===== src/rtl/kmap_lut_if.sv =====
// Evaluation and serial-configuration bus for kmap_lut.
// The master drives requests and table bits; the slave returns results and load status.
interface kmap_lut_if #(
  parameter int unsigned N_IN     = 3,
  parameter int unsigned CHANNELS = 2
);
  localparam int unsigned CW = (CHANNELS > 1) ? $clog2(CHANNELS) : 1;

  logic                     in_valid;
  logic [CHANNELS*N_IN-1:0] in_vec;
  logic                     out_valid;
  logic [CHANNELS-1:0]      out;
  logic                     cfg_start;
  logic [CW-1:0]            cfg_chan;
  logic                     cfg_valid;
  logic                     cfg_bit;
  logic                     cfg_abort;
  logic                     cfg_busy;
  logic                     cfg_done;
  logic                     cfg_err;

  modport master (
    output in_valid, in_vec, cfg_start, cfg_chan, cfg_valid, cfg_bit, cfg_abort,
    input  out_valid, out, cfg_busy, cfg_done, cfg_err
  );

  modport slave (
    input  in_valid, in_vec, cfg_start, cfg_chan, cfg_valid, cfg_bit, cfg_abort,
    output out_valid, out, cfg_busy, cfg_done, cfg_err
  );
endinterface


===== src/rtl/kmap_lut.sv =====
// CHANNELS independent N_IN-input truth-table functions with registered results.
// Tables reload serially into a shadow register and commit in one cycle; evaluation never stalls.
module kmap_lut #(
  parameter int unsigned N_IN     = 3,
  parameter int unsigned CHANNELS = 2,
  parameter logic [CHANNELS*(2**N_IN)-1:0] INIT = {CHANNELS{{((2**N_IN)-1){1'b1}}, 1'b0}}
) (
  input logic       clk,
  input logic       aresetn,
  kmap_lut_if.slave bus
);
  localparam int unsigned TBL = 2**N_IN;
  localparam int unsigned CW  = (CHANNELS > 1) ? $clog2(CHANNELS) : 1;
  localparam int unsigned NCH = 2**CW;
  // One bit per encodable channel number: set when that channel exists.
  localparam logic [NCH-1:0] CHAN_OK = NCH'((33'd1 << CHANNELS) - 33'd1);
  localparam logic [N_IN:0]  LAST    = (N_IN+1)'(TBL - 1);

  typedef enum logic [1:0] {IDLE, LOAD, COMMIT} state_t;

  state_t              state_q, state_d;
  logic [TBL-1:0]      shadow_q;
  logic [N_IN:0]       cnt_q;
  logic [CW-1:0]       chan_q;
  logic [CHANNELS-1:0] out_q;
  logic [CHANNELS-1:0] eval_c;
  logic                out_valid_q, busy_q, done_q, err_q;
  logic                start_c, reject_c, load_bit_c, commit_c;

  // Next-state and per-cycle configuration controls.
  always_comb begin
    state_d    = state_q;
    start_c    = 1'b0;
    reject_c   = 1'b0;
    load_bit_c = 1'b0;
    commit_c   = 1'b0;
    case (state_q)
      IDLE: begin
        if (bus.cfg_start) begin
          if (CHAN_OK[bus.cfg_chan]) begin
            start_c = 1'b1;
            state_d = LOAD;
          end else begin
            reject_c = 1'b1;
          end
        end
      end
      LOAD: begin
        if (bus.cfg_abort) begin
          state_d = IDLE;
        end else if (bus.cfg_valid) begin
          load_bit_c = 1'b1;
          if (cnt_q == LAST) state_d = COMMIT;
        end
      end
      COMMIT: begin
        commit_c = 1'b1;
        state_d  = IDLE;
      end
      default: state_d = IDLE;
    endcase
  end

  always_ff @(posedge clk or negedge aresetn) begin
    if (!aresetn) state_q <= IDLE;
    else          state_q <= state_d;
  end

  // Shadow assembly: entry 0 arrives first.
  always_ff @(posedge clk or negedge aresetn) begin
    if (!aresetn) begin
      shadow_q <= '0;
      cnt_q    <= '0;
      chan_q   <= '0;
    end else if (start_c) begin
      shadow_q <= '0;
      cnt_q    <= '0;
      chan_q   <= bus.cfg_chan;
    end else if (load_bit_c) begin
      shadow_q[cnt_q[N_IN-1:0]] <= bus.cfg_bit;
      cnt_q                     <= cnt_q + 1'b1;
    end
  end

  // Per-channel active table; only the latched channel takes the shadow on commit.
  for (genvar g = 0; g < CHANNELS; g++) begin : g_ch
    logic [TBL-1:0] tbl_q;
    always_ff @(posedge clk or negedge aresetn) begin
      if (!aresetn)                          tbl_q <= INIT[g*TBL +: TBL];
      else if (commit_c && chan_q == CW'(g)) tbl_q <= shadow_q;
    end
    assign eval_c[g] = tbl_q[bus.in_vec[g*N_IN +: N_IN]];
  end

  always_ff @(posedge clk or negedge aresetn) begin
    if (!aresetn) begin
      out_q       <= '0;
      out_valid_q <= 1'b0;
      busy_q      <= 1'b0;
      done_q      <= 1'b0;
      err_q       <= 1'b0;
    end else begin
      if (bus.in_valid) out_q <= eval_c;
      out_valid_q <= bus.in_valid;
      busy_q      <= (state_d != IDLE);
      done_q      <= (state_d == COMMIT);
      err_q       <= reject_c;
    end
  end

  assign bus.out       = out_q;
  assign bus.out_valid = out_valid_q;
  assign bus.cfg_busy  = busy_q;
  assign bus.cfg_done  = done_q;
  assign bus.cfg_err   = err_q;
endmodule


===== src/flat_wrapper.sv =====
// flat-port wrapper written by rule: the top's interface ports become plain ports
module kmap_lut_flat 
#(
  parameter int unsigned N_IN     = 3,
  parameter int unsigned CHANNELS = 2,
  parameter logic [CHANNELS*(2**N_IN)-1:0] INIT = {CHANNELS{{((2**N_IN)-1){1'b1}}, 1'b0}}
)
  (clk, aresetn, bus_in_valid, bus_in_vec, bus_cfg_start, bus_cfg_chan, bus_cfg_valid, bus_cfg_bit, bus_cfg_abort, bus_out_valid, bus_out, bus_cfg_busy, bus_cfg_done, bus_cfg_err);
  kmap_lut_if #(.N_IN(N_IN), .CHANNELS(CHANNELS)) bus_i ();
  input logic clk;
  input logic aresetn;
  input wire logic [$bits(bus_i.in_valid)-1:0] bus_in_valid;
  input wire logic [$bits(bus_i.in_vec)-1:0] bus_in_vec;
  input wire logic [$bits(bus_i.cfg_start)-1:0] bus_cfg_start;
  input wire logic [$bits(bus_i.cfg_chan)-1:0] bus_cfg_chan;
  input wire logic [$bits(bus_i.cfg_valid)-1:0] bus_cfg_valid;
  input wire logic [$bits(bus_i.cfg_bit)-1:0] bus_cfg_bit;
  input wire logic [$bits(bus_i.cfg_abort)-1:0] bus_cfg_abort;
  output wire logic [$bits(bus_i.out_valid)-1:0] bus_out_valid;
  output wire logic [$bits(bus_i.out)-1:0] bus_out;
  output wire logic [$bits(bus_i.cfg_busy)-1:0] bus_cfg_busy;
  output wire logic [$bits(bus_i.cfg_done)-1:0] bus_cfg_done;
  output wire logic [$bits(bus_i.cfg_err)-1:0] bus_cfg_err;
  assign bus_i.in_valid = bus_in_valid;
  assign bus_i.in_vec = bus_in_vec;
  assign bus_i.cfg_start = bus_cfg_start;
  assign bus_i.cfg_chan = bus_cfg_chan;
  assign bus_i.cfg_valid = bus_cfg_valid;
  assign bus_i.cfg_bit = bus_cfg_bit;
  assign bus_i.cfg_abort = bus_cfg_abort;
  assign bus_out_valid = bus_i.out_valid;
  assign bus_out = bus_i.out;
  assign bus_cfg_busy = bus_i.cfg_busy;
  assign bus_cfg_done = bus_i.cfg_done;
  assign bus_cfg_err = bus_i.cfg_err;
  kmap_lut #(.N_IN(N_IN), .CHANNELS(CHANNELS), .INIT(INIT)) u_core (.clk(clk), .aresetn(aresetn), .bus(bus_i));
endmodule

===== config.mk =====
export PLATFORM = sky130hd
export DESIGN_NAME = kmap_lut_flat
export DESIGN_NICKNAME = d
export VERILOG_FILES = /design/src/rtl/kmap_lut_if.sv /design/src/rtl/kmap_lut.sv /design/src/flat_wrapper.sv
export SDC_FILE = /design/constraint.sdc
export NUM_CORES = 1
export LEC_CHECK = 0
export BUFFER_PORTS_ARGS = -buffer_cell sky130_fd_sc_hd__buf_2
export CORE_MARGIN = 1
export CORE_UTILIZATION = 51
export CTS_CLUSTER_SIZE = 10
export DETAILED_ROUTE_END_ITERATION = 16
export PLACE_DENSITY_LB_ADDON = 0.25
export SYNTH_ARGS = -nofsm -noshare
export SYNTH_HDL_FRONTEND = slang
export SYNTH_SLANG_ARGS = --single-unit

===== constraint.sdc =====
create_clock -name clk -period 1.3 [get_ports clk]
set_clock_uncertainty 0.05 [all_clocks]
set_input_delay 0 -clock clk [delete_from_list [all_inputs] [get_ports clk]]
set_output_delay 0 -clock clk [all_outputs]
set_load 0.005 [all_outputs]

==> results of run 1 <==
## metal layers
| metal | vias up | share of wire (%) | track usage (%) |
|---|---|---|---|
| li1 | 579 | - | - |
| met1 | 627 | 41 | 28.6 |
| met2 | 30 | 54 | 41.3 |
| met3 | 6 | 3.6 | 6.55 |
| met4 | 0 | 1.5 | 7.97 |
| met5 | - | 0 | 0 |
## Yosys cell counts (2+ instances only)
cell type | n | area (um^2)
a21oi_1 | 12 | 60.1
dfstp_2 | 14 | 368
nor2_1 | 2 | 7.51
inv_1 | 4 | 15.0
nand2b_1 | 3 | 18.8
buf_2 | 3 | 15.0
mux2i_1 | 10 | 100
and3_1 | 2 | 12.5
mux2_2 | 17 | 191
clkbuf_1 | 3 | 11.3
nand4_1 | 8 | 50.1
clkbuf_2 | 3 | 15.0
nor2b_1 | 2 | 12.5
dfrtp_1 | 22 | 551
mux4_2 | 2 | 45.0
o31ai_1 | 9 | 67.6
nand2_1 | 6 | 22.5
## where the power goes
group	switching [uW]	internal, uW	leakage, uW
Clock	373	403	0.0000422
Combinational	150	133	0.000502
Sequential	42.2	1150	0.000439
## critical path, stage by stage (launching register included)
cell and delay (ns):
dfrtp_2 0.46, buf_4 0.15, nor3b_2 0.24, mux2_2 0.37
## registers in the layout, indices dropped and copies added, names as in the netlist
name,cells
u_core.chan_q,1
u_core.shadow_q,8
u_core.state_q,2
u_core.bus.cfg_busy,1
u_core.bus.cfg_done,1
u_core.bus.out,2
u_core.cnt_q,4
u_core.bus.out_valid,1
u_core.g_ch.tbl_q,16
## cell type report
cell class                      count  area (um^2)  share of cell area [%]
Sequential cell                    36          921                    41.1
Tap cell                           44         55.1                    2.46
Clock buffer                        6         41.3                    1.84
Timing Repair Buffer               45          360                    16.1
Clock inverter                      2         35.0                    1.57
Multi-Input combinational cell     87          811                    36.2
Inverter                            4         15.0                   0.671
## stage by stage
step                      hold slack (ns)  cells  total power (uW)
after global placement            -0.0928    202              1430
final                              0.0255    224              2260
after floorplan                    -0.346    137              1330
after CTS                         0.00665    222              2260
after global routing               0.0137    224              2360
after detailed placement          -0.0831    202              1450
## timing repair
| action | 4_1_cts | 5_1_grt |
|---|---|---|
| setup endpoints to repair | 28 | 33 |
| hold endpoints to repair | 38 | 0 |
| hold buffers | 9 | 0 |
| pin swaps | 6 | 4 |
| gates resized for setup | 13 | 11 |
| gates cloned | 0 | 1 |
| setup buffers | 3 | 1 |
## cells by family after synthesis
logic type      count (synthesis)  share of synthesized area, %
compound gates                 23                          8.30
fa+ha+maj                       1                         0.741
buf+inv                        14                          3.78
flops                          36                          54.4
mux                            29                          19.9
other cells                     1                         0.222
simple gates                   33                          12.7
## worst paths after layout
check	slack (ns)	depth (start not counted)	to	from
min in group asynchronous	0.07	2	u_core.bus.cfg_done	aresetn
worst min register to register	0.48	2	u_core.bus.out[0]	u_core.bus.out[0]
worst min-delay path	0.03	4	u_core.cnt_q[3]	bus_cfg_valid
worst max-delay path	-0.09	3	u_core.chan_q	u_core.state_q[1]
max in group asynchronous	0.61	3	u_core.g_ch[0].tbl_q[4]	aresetn
worst max register to register	-0.09	3	u_core.chan_q	u_core.state_q[1]
==> metrics.txt, run 1 <==
YS warnings 0; Initial Util 54.4%; Placed Area 1940 um^2; commonest non-fill, non-tap cell in the layout dfrtp_1; number of remaining DRC errors 0; failing checks negative setup slack; Die Y 59.6 um; crit-path max FO 5; CTS root buf clkbuf_4; largest net degree at the start of global routing 20; DR iter-0 viols 61; Async SR Flop Fraction 100%; final worst slack -0.0864 ns; die width 59.6 um; clock transition at the registers of the reported paths 0.11 ns; final setup TNS -1.14 ns; Clk Latency, worst-skew pair 0.35 ns; final WL 3650 um; drt via density 5.54; nets 194; Syn-to-layout area delta 32.5%; WP data arrival 1.57 ns; full die area 3550 um^2; layout cells sized above 1 50.6%; wire length per cell 16.3 um; synthesized area 1690 um^2; Synth Instances 137; IO Port Bufs 18; placed wire-length estimate 2440 um; type of the worst setup path reg2reg; post-route cell area 2240 um^2; Final Hold Vio Count 0; Synth Flop Type dfrtp_1; commonest non-fill, non-tap cells in the layout dfrtp_1, buf_2, dfstp_2, buf_4, a21oi_1; Yosys cell types 32; maximum VDD drop 0.000625 V; # clock sinks 36; GRT Total Usage 23.8%; pwr dens 1010 nW/um^2; DR pass1 iterations 4; placer congestion estimate 0.813; area of the core 3100 um^2; Mean Syn Cell Area 12.3 um^2; first-pass GRT wire length 6010 um; RSZ-0062 raised after global routing true; # setup viols final 31; number of synthesized flops with an enable pin 0; io pins 20; largest buffer count on any clock path 2; CTS buffer count 5; CP required 1.49 ns; residual overflow from global routing 0; Row Count 20; syn nets 152; initial antenna violation count 0; Setup WS pre-CTS -0.0812 ns; TritonCTS clock tree built; # diodes 0; fill cell count 217; Antenna Nets Post-Route 0; Worst Setup End Kind register; Worst Setup Start Kind register; HP Class in2reg; final period utilization 107%; max cap viols 0; Via Count 1242; status finished, violations left; Final min period 1.39 ns; Yosys reg bits 36; pins over their slew limit 0; Layout Utilization 72.1%; maximum clock rate 721 MHz; H-tree levels 2; Seq/Total Area, Yosys 54.4%; Leak 0.000984 uW; vias in the first global route 1276
Note: power is estimated with default switching activity, not from simulation.
==> run 2, diff against run 1 <==
--- a/config.mk
+++ b/config.mk
@@ -7,10 +7,10 @@
 export LEC_CHECK = 0
 export BUFFER_PORTS_ARGS = -buffer_cell sky130_fd_sc_hd__buf_2
 export CORE_MARGIN = 1
-export CORE_UTILIZATION = 51
+export CORE_UTILIZATION = 55
 export CTS_CLUSTER_SIZE = 10
 export DETAILED_ROUTE_END_ITERATION = 16
-export PLACE_DENSITY_LB_ADDON = 0.25
+export PLACE_DENSITY = 0.79
 export SYNTH_ARGS = -nofsm -noshare
 export SYNTH_HDL_FRONTEND = slang
 export SYNTH_SLANG_ARGS = --single-unit
==> constraint.sdc (replaced) <==
create_clock -name clk -period 1.7 [get_ports clk]
set_clock_uncertainty 0.05 [all_clocks]
set_input_delay 0 -clock clk [delete_from_list [all_inputs] [get_ports clk]]
set_output_delay 0 -clock clk [all_outputs]
set_load 0.005 [all_outputs]
==> metrics.txt, run 2 (same netlist as run 1, synthesis figures left out) <==
HP Class in2reg (unchanged); post-CTS sizing 0 (was 13); final worst slack 0.168 ns (was -0.0864 ns); nets 179 (was 194); Placed Area 1810 um^2 (was 1940 um^2); area of the core 2830 um^2 (was 3100 um^2); Post-Place Cells 181 (was 202); WP data arrival 1.74 ns (was 1.57 ns); CTS root buf clkbuf_4 (unchanged); largest buffer count on any clock path 2 (unchanged); DR iter-0 viols 21 (was 61); status finished, violations left (unchanged); Via Count 1152 (was 1242); max cap viols 0 (unchanged); failing checks design-rule violations (was negative setup slack); Clk Latency, worst-skew pair 0.33 ns (was 0.35 ns); commonest non-fill, non-tap cell in the layout dfrtp_1 (unchanged); maximum VDD drop 0.000655 V (was 0.000625 V); TritonCTS clock tree built (unchanged); # diodes 0 (unchanged); wire length per cell 16.6 um (was 16.3 um); Syn-to-layout area delta 13.9% (was 32.5%); layout cells sized above 1 39.6% (was 50.6%); die width 57.4 um (was 59.6 um); CTS buffer count 5 (unchanged); clock transition at the registers of the reported paths 0.10 ns (was 0.11 ns); full die area 3300 um^2 (was 3550 um^2); number of remaining DRC errors 1 (was 0); # clock sinks 36 (unchanged); Antenna Nets Post-Route 0 (unchanged); drt via density 5.91 (was 5.54); Final min period 1.53 ns (was 1.39 ns); max reg flops 16 (unchanged); Worst Setup Start Kind register (unchanged); commonest non-fill, non-tap cells in the layout dfrtp_1, buf_2, mux2_2, dfstp_2, a21oi_1 (was dfrtp_1, buf_2, dfstp_2, buf_4, a21oi_1); post-route cell area 1920 um^2 (was 2240 um^2); RSZ-0062 raised after global routing false (was true); flop2flop setup slack 0.17 ns (was -0.09 ns); Initial Util 59.7% (was 54.4%); Layout Utilization 68.0% (was 72.1%); final period utilization 90.1% (was 107%); non-filler instance count after layout 195 (was 224); crit-path max FO 6 (was 5); initial antenna violation count 0 (unchanged); Least-Margin Pin Slew 0.771 ns; placer congestion estimate 0.774 (was 0.813); Worst Setup End Kind register (unchanged); Most flops, register u_core.g_ch.tbl_q (unchanged); IO Port Bufs 18 (unchanged); H-tree levels 2 (unchanged); # setup viols final 0 (was 31); DR pass1 iterations 10 (was 4); Leak 0.000862 uW (was 0.000984 uW); Slew headroom 48.6%; GRT Total Usage 22.6% (was 23.8%); final WL 3230 um (was 3650 um); maximum clock rate 653 MHz (was 721 MHz); first-pass GRT wire length 5600 um (was 6010 um); io pins 20 (unchanged); placed wire-length estimate 2310 um (was 2440 um); pins over their slew limit 0 (unchanged); vias in the first global route 1183 (was 1276); Setup WS pre-CTS 0.221 ns (was -0.0812 ns); Row Count 19 (was 20); Die Y 57.4 um (was 59.6 um); pwr dens 776 nW/um^2 (was 1010 nW/um^2); Regs by FF count u_core.g_ch.tbl_q x16, u_core.shadow_q x8, u_core.cnt_q x4 (unchanged); residual overflow from global routing 0 (unchanged); Post-CTS Setup Inserts 0 (was 3); final setup TNS 0 ns (was -1.14 ns); fill cell count 233 (was 217); Final Hold Vio Count 0 (unchanged); type of the worst setup path reg2reg (unchanged); largest net degree at the start of global routing 37 (was 20); CP required 1.91 ns (was 1.49 ns)
## run 2: what timing repair did
action | in CTS | in global routing
setup endpoints to repair | 0 | 0
hold endpoints to repair | 38 | 0
hold buffers | 7 | 0
## run 2: worst paths after layout
kind,start,depth (start not counted),endpoint
max,u_core.state_q[1],3,u_core.cnt_q[3]
min,bus_in_vec[1],3,u_core.bus.out[0]
max reg2reg,u_core.state_q[1],3,u_core.cnt_q[3]
min reg2reg,u_core.g_ch[1].tbl_q[0],1,u_core.g_ch[1].tbl_q[0]
max in group asynchronous,aresetn,2,u_core.g_ch[0].tbl_q[0]
min in group asynchronous,aresetn,2,u_core.g_ch[1].tbl_q[0]
## run 2: area by class of cell
| cell class | instances | area (um^2) | area share, % |
|---|---|---|---|
| tap | 31 | 38.8 | 2.02 |
| sequential | 36 | 918 | 47.8 |
| clock buffer | 6 | 41.3 | 2.15 |
| timing repair buffer | 30 | 198 | 10.3 |
| inverter | 4 | 15.0 | 0.781 |
| multi-input combinational | 87 | 707 | 36.8 |
| clock inverter | 1 | 5.00 | 0.260 |
## run 2: metrics by stage
stage          hold WS [ns]  total power [uW]
6_report            0.00874              1490
5_1_grt              0.0423              1560
4_1_cts             0.00579              1500
3_5_place_dp         0.0730              1080
3_3_place_gp         0.0542              1070
2_1_floorplan        -0.346              1010
## run 2: report_power, final
part | switching, uW | internal (uW) | leakage, uW
Sequential | 36.9 | 881 | 0.000442
Clock | 267 | 152 | 0.0000281
Combinational | 85.5 | 69.9 | 0.000392
Total | 389 | 1100 | 0.000862
## run 2: layer usage
layer / vias to the layer above / track usage (%) / routed length [um]
met3: 4 / 4.08 / 102
met2: 26 / 38.9 / 1690
li1: 548 / - / -
met5: - / 0 / 0
met4: 0 / 6.27 / 27
met1: 574 / 29.5 / 1410
## run 2: critical path, cell delays in order, from the launching register on
cell and delay [ns]:
dfrtp_1 0.44, nand4bb_2 0.31, or4_1 0.51, a21oi_1 0.15
==> run 3, diff against run 2 <==
--- a/config.mk
+++ b/config.mk
@@ -8,6 +8,7 @@
 export BUFFER_PORTS_ARGS = -buffer_cell sky130_fd_sc_hd__buf_2
 export CORE_MARGIN = 1
 export CORE_UTILIZATION = 55
+export CTS_BUF_LIST = sky130_fd_sc_hd__clkbuf_8
 export CTS_CLUSTER_SIZE = 10
 export DETAILED_ROUTE_END_ITERATION = 16
 export PLACE_DENSITY = 0.79
==> metrics.txt, run 3 (same netlist as run 1, synthesis figures left out) <==
HP Class in2reg (unchanged); post-CTS sizing 0 (unchanged); placed wire-length estimate 2310 um (unchanged); Die Y 57.4 um (unchanged); Int Power 1220 uW (was 1100 uW); Slew headroom 48.9% (was 48.6%); full die area 3300 um^2 (unchanged); placer congestion estimate 0.774 (unchanged); Final Hold Vio Count 0 (unchanged); largest net degree at the start of global routing 37 (unchanged); nets 176 (was 179); status finished, violations left (unchanged); pwr dens 844 nW/um^2 (was 776 nW/um^2); # setup viols final 0 (unchanged); CTS root buf clkbuf_8 (was clkbuf_4); Worst Setup Start Kind register (unchanged); failing checks design-rule violations (unchanged); CP required 1.85 ns (was 1.91 ns); final setup TNS 0 ns (unchanged); clock share of power 34.1% (was 28.1%); Via Count 1146 (was 1152); residual overflow from global routing 0 (unchanged); net load switching power 404 uW (was 389 uW); max cap viols 0 (unchanged); Leak 0.000866 uW (was 0.000862 uW); maximum clock rate 656 MHz (was 653 MHz); Antenna Nets Post-Route 0 (unchanged); final WL 3230 um (about the same); flop2flop setup slack 0.18 ns (was 0.17 ns); initial antenna violation count 0 (unchanged); max reg flops 16 (unchanged); io pins 20 (unchanged); die width 57.4 um (unchanged); commonest non-fill, non-tap cells in the layout dfrtp_1, buf_2, mux2_2, dfstp_2, a21oi_1 (unchanged); area of the core 2830 um^2 (unchanged); IO Port Bufs 18 (unchanged); H-tree levels 2 (unchanged); number of remaining DRC errors 1 (unchanged); DR iter-0 viols 27 (was 21); wire length per cell 16.8 um (was 16.6 um); crit-path max FO 6 (unchanged); clock transition at the registers of the reported paths 0.07 ns (was 0.10 ns); type of the worst setup path reg2reg (unchanged); commonest non-fill, non-tap cell in the layout dfrtp_1 (unchanged); DR WL met2 1700 um (was 1690 um); maximum VDD drop 0.000521 V (was 0.000655 V); top layer in use met4 (unchanged); Net Sw Frac 24.9% (was 26.1%); # clock sinks 36 (unchanged); Worst Setup End Kind register (unchanged); final period utilization 89.6% (was 90.1%); # diodes 0 (unchanged); layout cells sized above 1 40.4% (was 39.6%); Least-Margin Pin Slew 0.767 ns (was 0.771 ns); GRT Total Usage 22.3% (was 22.6%); Syn-to-layout area delta 13.9% (about the same); WHS Endpoint u_core.bus.out[0] (unchanged); Clk Latency, worst-skew pair 0.28 ns (was 0.33 ns); Regs by FF count u_core.g_ch.tbl_q x16, u_core.shadow_q x8, u_core.cnt_q x4 (unchanged); Row Count 19 (unchanged); Post-CTS Setup Inserts 0 (unchanged); met3 WL post-DR 118 um (was 102 um); pins over their slew limit 0 (unchanged); met1 wire length 1400 um (was 1410 um); WP data arrival 1.67 ns (was 1.74 ns); Initial Util 59.7% (unchanged); Flop pwr share 56.6% (was 61.5%); Pwr Total 1620 uW (was 1490 uW); Most flops, register u_core.g_ch.tbl_q (unchanged); Worst R2R End u_core.cnt_q[3] (unchanged); vias in the first global route 1167 (was 1183); r2r worst-path depth 3 (unchanged); TritonCTS clock tree built (unchanged); fill cell count 229 (was 233); largest buffer count on any clock path 2 (unchanged); first-pass GRT wire length 5490 um (was 5600 um); R2R Path Start u_core.state_q[1] (unchanged); CP Launch Point u_core.state_q[1] (unchanged); Hold Crit Start bus_in_vec[2] (was bus_in_vec[1]); RSZ-0062 raised after global routing false (unchanged); drt via density 5.97 (was 5.91); CTS buffer count 5 (unchanged); combinational power share 9.3% (was 10.4%); Final min period 1.52 ns (was 1.53 ns); hold depth 3 (unchanged); Min Hold Slack 0.0207 ns (was 0.00874 ns); DR pass1 iterations 10 (unchanged)
-- run 3: routing by layer --
| layer | track usage, % | vias to the layer above |
|---|---|---|
| li1 | - | 540 |
| met1 | 29.1 | 581 |
| met2 | 38.5 | 23 |
| met3 | 4.08 | 2 |
| met4 | 5.23 | 0 |
| met5 | 0 | - |
-- run 3: worst max path at each step --
stage / to / slack, ns
2_1_floorplan: u_core.g_ch[0].tbl_q[0] / 0.28
3_3_place_gp: u_core.cnt_q[3] / 0.25
3_5_place_dp: u_core.cnt_q[3] / 0.22
4_1_cts: u_core.cnt_q[3] / 0.19
5_1_grt: u_core.shadow_q[1] / 0.07
6_report: u_core.cnt_q[3] / 0.18
-- run 3: cell type report --
cell class | instances | area (um^2) | area share, %
flip-flops and latches | 36 | 918 | 47.7
multi-input cells | 87 | 707 | 36.7
repair buffers | 27 | 168 | 8.71
clock buffers | 5 | 68.8 | 3.58
well taps | 31 | 38.8 | 2.02
inverters | 4 | 15.0 | 0.780
clock inverters | 2 | 8.76 | 0.455
-- run 3: critical path: stages, from the launching register on --
cell,delay [ns]
dfrtp_1,0.43
nand4bb_2,0.31
or4_1,0.51
a21oi_1,0.15
-- run 3: through the flow --
stage | cells | worst slack [ns] | instance area, um^2 | utilization, %
floorplan | 137 | 0.280 | 1690 | -
global placement | 181 | 0.249 | 1810 | 63.9
detailed placement | 181 | 0.221 | 1810 | 63.9
CTS | 192 | 0.191 | 1920 | 68.0
global route | 192 | 0.0744 | 1920 | 68.0
finish | 192 | 0.176 | 1920 | 68.0
-- run 3: power by group through the flow --
stage	registers [uW]	logic [uW]	clock network (uW)
finish	919	150	554
CTS	918	152	559
global route	924	168	591
floorplan	916	94.4	0
detailed placement	934	144	0
global placement	929	137	0
-- run 3: repair_timing --
item,CTS,global route
hold endpoints to repair,27,0
hold buffers,4,0
setup endpoints to repair,0,0
